## config.mk

```make
export PLATFORM = sky130hd
export DESIGN_NAME = matrix_result_writeback_flat
export DESIGN_NICKNAME = d
export VERILOG_FILES = /design/src/rtl/matrix_result_writeback_if.sv /design/src/rtl/matrix_result_writeback.sv /design/src/flat_wrapper.sv
export SDC_FILE = /design/constraint.sdc
export NUM_CORES = 2
export LEC_CHECK = 0
export CORE_AREA = 8 8 628 630
export CTS_CLUSTER_SIZE = 16
export DETAILED_ROUTE_END_ITERATION = 12
export DIE_AREA = 0 0 636 638
export PLACE_DENSITY = 0.35
export SKIP_LAST_GASP = 1
export SLEW_MARGIN = 20
export SYNTH_ARGS = -nofsm -noshare
export SYNTH_HDL_FRONTEND = slang
export SYNTH_SLANG_ARGS = --single-unit
```

## constraint.sdc

```tcl
create_clock -name clk -period 3.5 [get_ports clk]
set_clock_uncertainty 0.15 [all_clocks]
set_input_delay 0.7 -clock clk [delete_from_list [all_inputs] [get_ports clk]]
set_output_delay 0.7 -clock clk [all_outputs]
set_load 0.05 [all_outputs]
```

## src/rtl/matrix_result_writeback_if.sv

```systemverilog
// Memory write-port bundle between the result writeback block and the dpmem.
// master = writeback side (drives address/data/write), slave = memory side.
interface matrix_result_writeback_if #(
  parameter int ADDR_WIDTH = 8,
  parameter int DATA_WIDTH = 64
);
  logic [ADDR_WIDTH-1:0] dpmem_addr_a;
  logic [DATA_WIDTH-1:0] dpmem_din_a;
  logic                  dpmem_we_a;
  logic                  dpmem_wr_ready;

  modport master (output dpmem_addr_a, output dpmem_din_a, output dpmem_we_a,
                  input  dpmem_wr_ready);
  modport slave  (input  dpmem_addr_a, input  dpmem_din_a, input  dpmem_we_a,
                  output dpmem_wr_ready);
endinterface

```

## src/rtl/matrix_result_writeback.sv

```systemverilog
// Captures the 8x8 FMA result matrix on wb_start and streams it into the
// dual-port memory as 64-bit words, stalling on dpmem_wr_ready.
// Optional macro FMA_WB_SAT8_EN: saturate each element to signed 8 bits and
// pack one row per word (matrix-B operand layout), 8 words instead of 24.
module matrix_result_writeback #(
  parameter int ACCUMULATOR_WIDTH = 24,
  parameter int ADDR_WIDTH        = 8,
  parameter int DATA_WIDTH        = 64
) (
  input  logic                           clk,
  input  logic                           reset,
  input  logic                           wb_start,
  input  logic [ADDR_WIDTH-1:0]          wb_base_addr,
  input  logic [64*ACCUMULATOR_WIDTH-1:0] mat_res,
  output logic                           wb_busy,
  output logic                           wb_done,
  matrix_result_writeback_if.master      mem
);
  localparam int NUM_EL = 64;
`ifdef FMA_WB_SAT8_EN
  localparam int NUM_WORDS = 8;
`else
  localparam int NUM_WORDS = NUM_EL * ACCUMULATOR_WIDTH / DATA_WIDTH;
`endif
  localparam int KW = $clog2(NUM_WORDS);

  typedef enum logic [1:0] {IDLE, WRITE, DONE} state_t;

  state_t                               state, state_d;
  logic [NUM_WORDS-1:0][DATA_WIDTH-1:0] cap, cap_d;
  logic [ADDR_WIDTH-1:0]                base;
  logic [KW-1:0]                        k;
  logic                                 accept, last;

`ifdef FMA_WB_SAT8_EN
  localparam logic signed [ACCUMULATOR_WIDTH-1:0] SAT_HI = 127;
  localparam logic signed [ACCUMULATOR_WIDTH-1:0] SAT_LO = -128;

  function automatic logic [7:0] sat8(input logic signed [ACCUMULATOR_WIDTH-1:0] v);
    if (v > SAT_HI) return 8'h7f;
    if (v < SAT_LO) return 8'h80;
    return v[7:0];
  endfunction

  // Saturation is applied before capture so only 512 bits are stored.
  for (genvar r = 0; r < 8; r++) begin : g_row
    for (genvar c = 0; c < 8; c++) begin : g_col
      assign cap_d[r][c*8 +: 8] = sat8(mat_res[(r*8+c)*ACCUMULATOR_WIDTH +: ACCUMULATOR_WIDTH]);
    end
  end
`else
  // Raw layout: the flat result vector is simply cut into 64-bit words.
  assign cap_d = mat_res;
`endif

  assign accept = (state == WRITE) && mem.dpmem_wr_ready;
  assign last   = (k == KW'(NUM_WORDS - 1));

  assign mem.dpmem_addr_a = base + ADDR_WIDTH'(k);
  assign mem.dpmem_din_a  = cap[k];

  // State register.
  always_ff @(posedge clk) begin
    if (reset) state <= IDLE;
    else       state <= state_d;
  end

  // Next state and handshake outputs.
  always_comb begin
    state_d        = state;
    mem.dpmem_we_a = 1'b0;
    wb_busy        = 1'b0;
    wb_done        = 1'b0;
    case (state)
      IDLE:  if (wb_start) state_d = WRITE;
      WRITE: begin
        mem.dpmem_we_a = 1'b1;
        wb_busy        = 1'b1;
        if (accept && last) state_d = DONE;
      end
      DONE: begin
        wb_busy = 1'b1;
        wb_done = 1'b1;
        state_d = IDLE;
      end
      default: state_d = IDLE;
    endcase
  end

  // Capture on start (IDLE only); word counter advances on each accepted write.
  always_ff @(posedge clk) begin
    if (reset) begin
      cap  <= '0;
      base <= '0;
      k    <= '0;
    end else if (state == IDLE && wb_start) begin
      cap  <= cap_d;
      base <= wb_base_addr;
      k    <= '0;
    end else if (accept) begin
      k <= last ? '0 : k + 1'b1;
    end
  end
endmodule

```

## src/flat_wrapper.sv

```systemverilog
// flat-port wrapper written by rule: the top's interface ports become plain ports
module matrix_result_writeback_flat 
#(
  parameter int ACCUMULATOR_WIDTH = 24,
  parameter int ADDR_WIDTH        = 8,
  parameter int DATA_WIDTH        = 64
)
  (clk, reset, wb_start, wb_base_addr, mat_res, wb_busy, wb_done, mem_dpmem_addr_a, mem_dpmem_din_a, mem_dpmem_we_a, mem_dpmem_wr_ready);
  matrix_result_writeback_if #(.ADDR_WIDTH(ADDR_WIDTH), .DATA_WIDTH(DATA_WIDTH)) mem_i ();
  input  logic clk;
  input  logic reset;
  input  logic wb_start;
  input  logic [ADDR_WIDTH-1:0] wb_base_addr;
  input  logic [64*ACCUMULATOR_WIDTH-1:0] mat_res;
  output logic wb_busy;
  output logic wb_done;
  output wire logic [$bits(mem_i.dpmem_addr_a)-1:0] mem_dpmem_addr_a;
  output wire logic [$bits(mem_i.dpmem_din_a)-1:0] mem_dpmem_din_a;
  output wire logic [$bits(mem_i.dpmem_we_a)-1:0] mem_dpmem_we_a;
  input wire logic [$bits(mem_i.dpmem_wr_ready)-1:0] mem_dpmem_wr_ready;
  assign mem_dpmem_addr_a = mem_i.dpmem_addr_a;
  assign mem_dpmem_din_a = mem_i.dpmem_din_a;
  assign mem_dpmem_we_a = mem_i.dpmem_we_a;
  assign mem_i.dpmem_wr_ready = mem_dpmem_wr_ready;
  matrix_result_writeback #(.ACCUMULATOR_WIDTH(ACCUMULATOR_WIDTH), .ADDR_WIDTH(ADDR_WIDTH), .DATA_WIDTH(DATA_WIDTH)) u_core (.clk(clk), .reset(reset), .wb_start(wb_start), .wb_base_addr(wb_base_addr), .mat_res(mat_res), .wb_busy(wb_busy), .wb_done(wb_done), .mem(mem_i));
endmodule
```

==> results.yml <==
pwr:
  switching_component_of_the_power_mw: 24.23
  comb_power_share_pct: 32.7
  power_per_cell_area_nw_per_um2: 630.0
  switching_share_pct: 36.62
  p_int_mw: 41.94
  power_frac_clock_pct: 32.6
  vdd.ir_drop.worst_uv: 413.9
  share_of_total_power_in_sequential_cells_pct: 34.7
  lkg_pwr_nw: 37.64
  report.power.total_mw: 66.18
drt:
  first_iter_violations: 4706
  drt_drc_violations_left: 0
  vias_per_cell: 4.434
  route.detailed.wl_per_inst_microns: 31.11
  drtPass1Iterations: 6
  final_antenna_net_count: 0
  routed-via-count: 68570
  route.final.wire_length_microns: 481200
floorplan:
  starting_density_of_the_core_pct: 17.12
  die_area_sq_um: 405800
  top_level_ports: 1623
  placement_rows: 228
  fp.dieW_microns: 636
  core-area_sq_um: 384300
  die_height_microns: 638
critical_path:
  worst-path-buf-inv: 6
  ff2ff_path_depth: 11
  setup.reg_to_reg.worst_slack_ns: 0.22
  cp_max_fo: 6
  cp_cell_sequence: "buf_12 -> buf_16 -> buf_8 -> mux2i_2 -> a22oi_2 -> buf_4 -> nand4_1 -> buf_4 -> nand3_4 -> buf_12"
  r2r_start: "u_core.k[1]"
  cp_data_required_time_ns: 2.65
  worst-setup-path-type: "flop to output port"
  cpMaxStageDelayCell: "nand4_1"
  r2r_end: "u_core.k[0]"
  critical_path.startpoint: "u_core.k[1]"
  cp_slowest_stage_delay_ns: 0.72
  critical_path_arrival_ns: 3.99
  element_type_at_the_critical_path_start: "flop"
  path_delay_family: "buffers and inverters"
  endpoint_kind: "output port"
min_path:
  endpoint_of_the_worst_hold_timing_path: "u_core.cap[1207]"
  min_delay_path_depth: 2
  worstHoldPathType: "input port to flop"
  min_from: "reset"
finish:
  area.sequential_sq_um: 31060
  fin_util_pct: 27.34
  layout-drive-gt1-share_pct: 15.59
  multi_input_comb_area_sq_um: 33880
  net_count_reported_at_finish: 11750
  synthesis_to_finish_area_growth_pct: 59.71
  design_area_sq_um: 105000
  fillerInstances: 41600
synthesis:
  synth-seq-cells: 1551
  synth.net_count: 9799
  synth_ff_type: "dfxtp_1"
  post_synth_instance_area_sq_um: 65770
  netlist-cell-type-count: 39
  post_synth.cell_area_avg_sq_um: 7.983
  postSynth.asyncResetShare_pct: 0
  synth_seq_area_share_pct: 47.21
  yosys_warnings: 0
  synth_enable_flop_cells: 0
  syn_inst: 8239
clock_tree:
  clkTransAtPathRegs_ns: 0.07
  cts-root-to-sink-buffers: 4
  h_tree_depth: 4
  hold_buffers: 0
  clock_sinks: 1551
  cts_tree: "done"
  clockRootBuffer: "clkbuf_16"
  cts_buffers: 197
  clkLatencyLatePin_ns: 0.89
timing:
  final_critical_path_setup_slack_ns: -1.344
  slew_headroom_pct: 16.92
  finalCritPeriodShare_pct: 138.4
  tightest_slew_ns: 1.241
  timing_hold_violations_final: 0
  whs_ns: 0.1093
  timing_max_transition_violations_final: 0
  final.min_clock_period_ns: 4.844
  final-setup-viol-count: 71
  max_clock_freq_ghz: 0.2064
  unrepaired_setup_endpoints_after_global_routing: "true"
  setup_tns_ns: -64.55
flow_run:
  maxCapViolCount: 0
run_status:
  violations: "negative setup slack"
  run_status: "finished, violations left"
grt:
  grt_antenna_before_repair: 183
  grt.total_usage_pct: 22.43
  first_global_vias: 69490
  largest_net_degree_at_the_start_of_global_routing: 153
  grt_remaining_overflow: 0
  grt_pass1_wl_microns: 628500
place:
  last_weighted_congestion_value_of_the_routability_driven_placer: 0.8638
  numPortBuffers: 1622
  dpl.hpwl_microns: 385300
  post_dp_cell_area_sq_um: 93050
## Yosys cell counts (2+ instances only)
cell	instances	area [sq um]
nand2b_1	65	406.6
nor2_1	3	11.26
buf_8	3	45.04
o21ai_0	4	20.02
buf_12	2	40.04
ha_1	11	137.6
buf_6	19	214.0
inv_1	4	15.01
nor2b_1	8	50.05
nand2_1	3221	12090
buf_1	31	116.4
nand3_1	134	670.6
a22oi_1	192	1441
a21oi_1	1552	7767
nand4_1	65	406.6
a21o_1	3	22.52
mux4_2	128	2883
a2111o_1	2	22.52
and2_1	3	18.77
nor3_1	6	30.03
mux2i_1	513	5135
buf_2	67	335.3
xor2_1	4	35.03
clkbuf_1	555	2083
o211ai_1	66	495.5
buf_4	15	112.6
dfxtp_1	1551	31050
## power by group through the flow
stage          sequential [mW]  combinational (mW)  clock (mW)
3_3_place_gp              23.2                20.9           0
4_1_cts                   22.9                21.7        22.2
3_5_place_dp              23.2                21.0           0
2_1_floorplan             22.2                10.5           0
6_report                  23.0                21.7        21.5
5_1_grt                   23.2                23.3        22.8
## layer usage
metal / global-route usage (%) / wire length [microns]
met3: 4.229 / 24980
met1: 27.30 / 199400
met4: 7.888 / 18790
met5: 0 / 409
met2: 39.40 / 237600
## cell type report
cell class | instances | share of cell area (%)
antenna | 61 | 0.1453
sequential | 1551 | 29.57
multi-input combinational | 5992 | 32.25
inverter | 4 | 0.01429
timing repair buffer | 2441 | 25.61
clock inverter | 59 | 0.7218
tap | 5060 | 6.027
clock buffer | 298 | 5.659
## layout by cell type (no fill, tap or decap), types with 42 or more instances in the layout
cell	n
buf_4	470
clkdlybuf4s50_1	1548
buf_12	266
buf_6	82
nand4_1	65
nand3_4	75
nand2b_1	42
a22oi_1	131
diode_2	61
dfxtp_1	1547
a21oi_1	1551
a22oi_2	61
mux4_2	128
mux2i_1	452
o211ai_1	66
clkbuf_8	55
clkbuf_1	42
clkbuf_16	214
nand2_1	3214
## kinds of logic (layout without fill, tap and decap cells)
group           after synthesis  in the layout  share of synthesized area [%]
compound gates             1823           1823                          14.91
xor+xnor                      5              5                        0.06658
fa+ha+maj                    12             12                         0.2397
buf+inv                     697           2802                          4.511
flops                      1551           1551                          47.21
mux                         641            641                          12.19
other cells                   0             61                              0
simple gates               3510           3511                          20.88
## how the worst max path moves through the flow
stage | end | slack (ns) | cells past startpoint
2_1_floorplan | mem_dpmem_addr_a[6] | 0.47 | 6
3_3_place_gp | mem_dpmem_din_a[10] | -1.17 | 6
3_5_place_dp | mem_dpmem_din_a[10] | -1.12 | 6
4_1_cts | mem_dpmem_din_a[10] | -1.42 | 6
5_1_grt | mem_dpmem_din_a[21] | -1.33 | 10
6_report | mem_dpmem_din_a[21] | -1.34 | 10
## through the flow
| stage | worst slack (ns) | std cells |
|---|---|---|
| detailed placement | -1.124 | 14820 |
| global placement | -1.171 | 14820 |
| CTS | -1.418 | 15320 |
| finish | -1.344 | 15470 |
| floorplan | 0.4670 | 8239 |
| global route | -1.328 | 15450 |
## sequential cells by signal (all words and copies together) (netlist names)
name and count:
u_core.base 8, u_core.k 5, u_core.cap 1536, u_core.state 2
## timing repair
action,in CTS,in global routing
hold endpoints to repair,0,0
buffers inserted,133,113
cloned,18,5
resized for setup,402,214
pin swaps,116,113
setup endpoints to repair,72,72
Power figures use the tool's default switching activity.
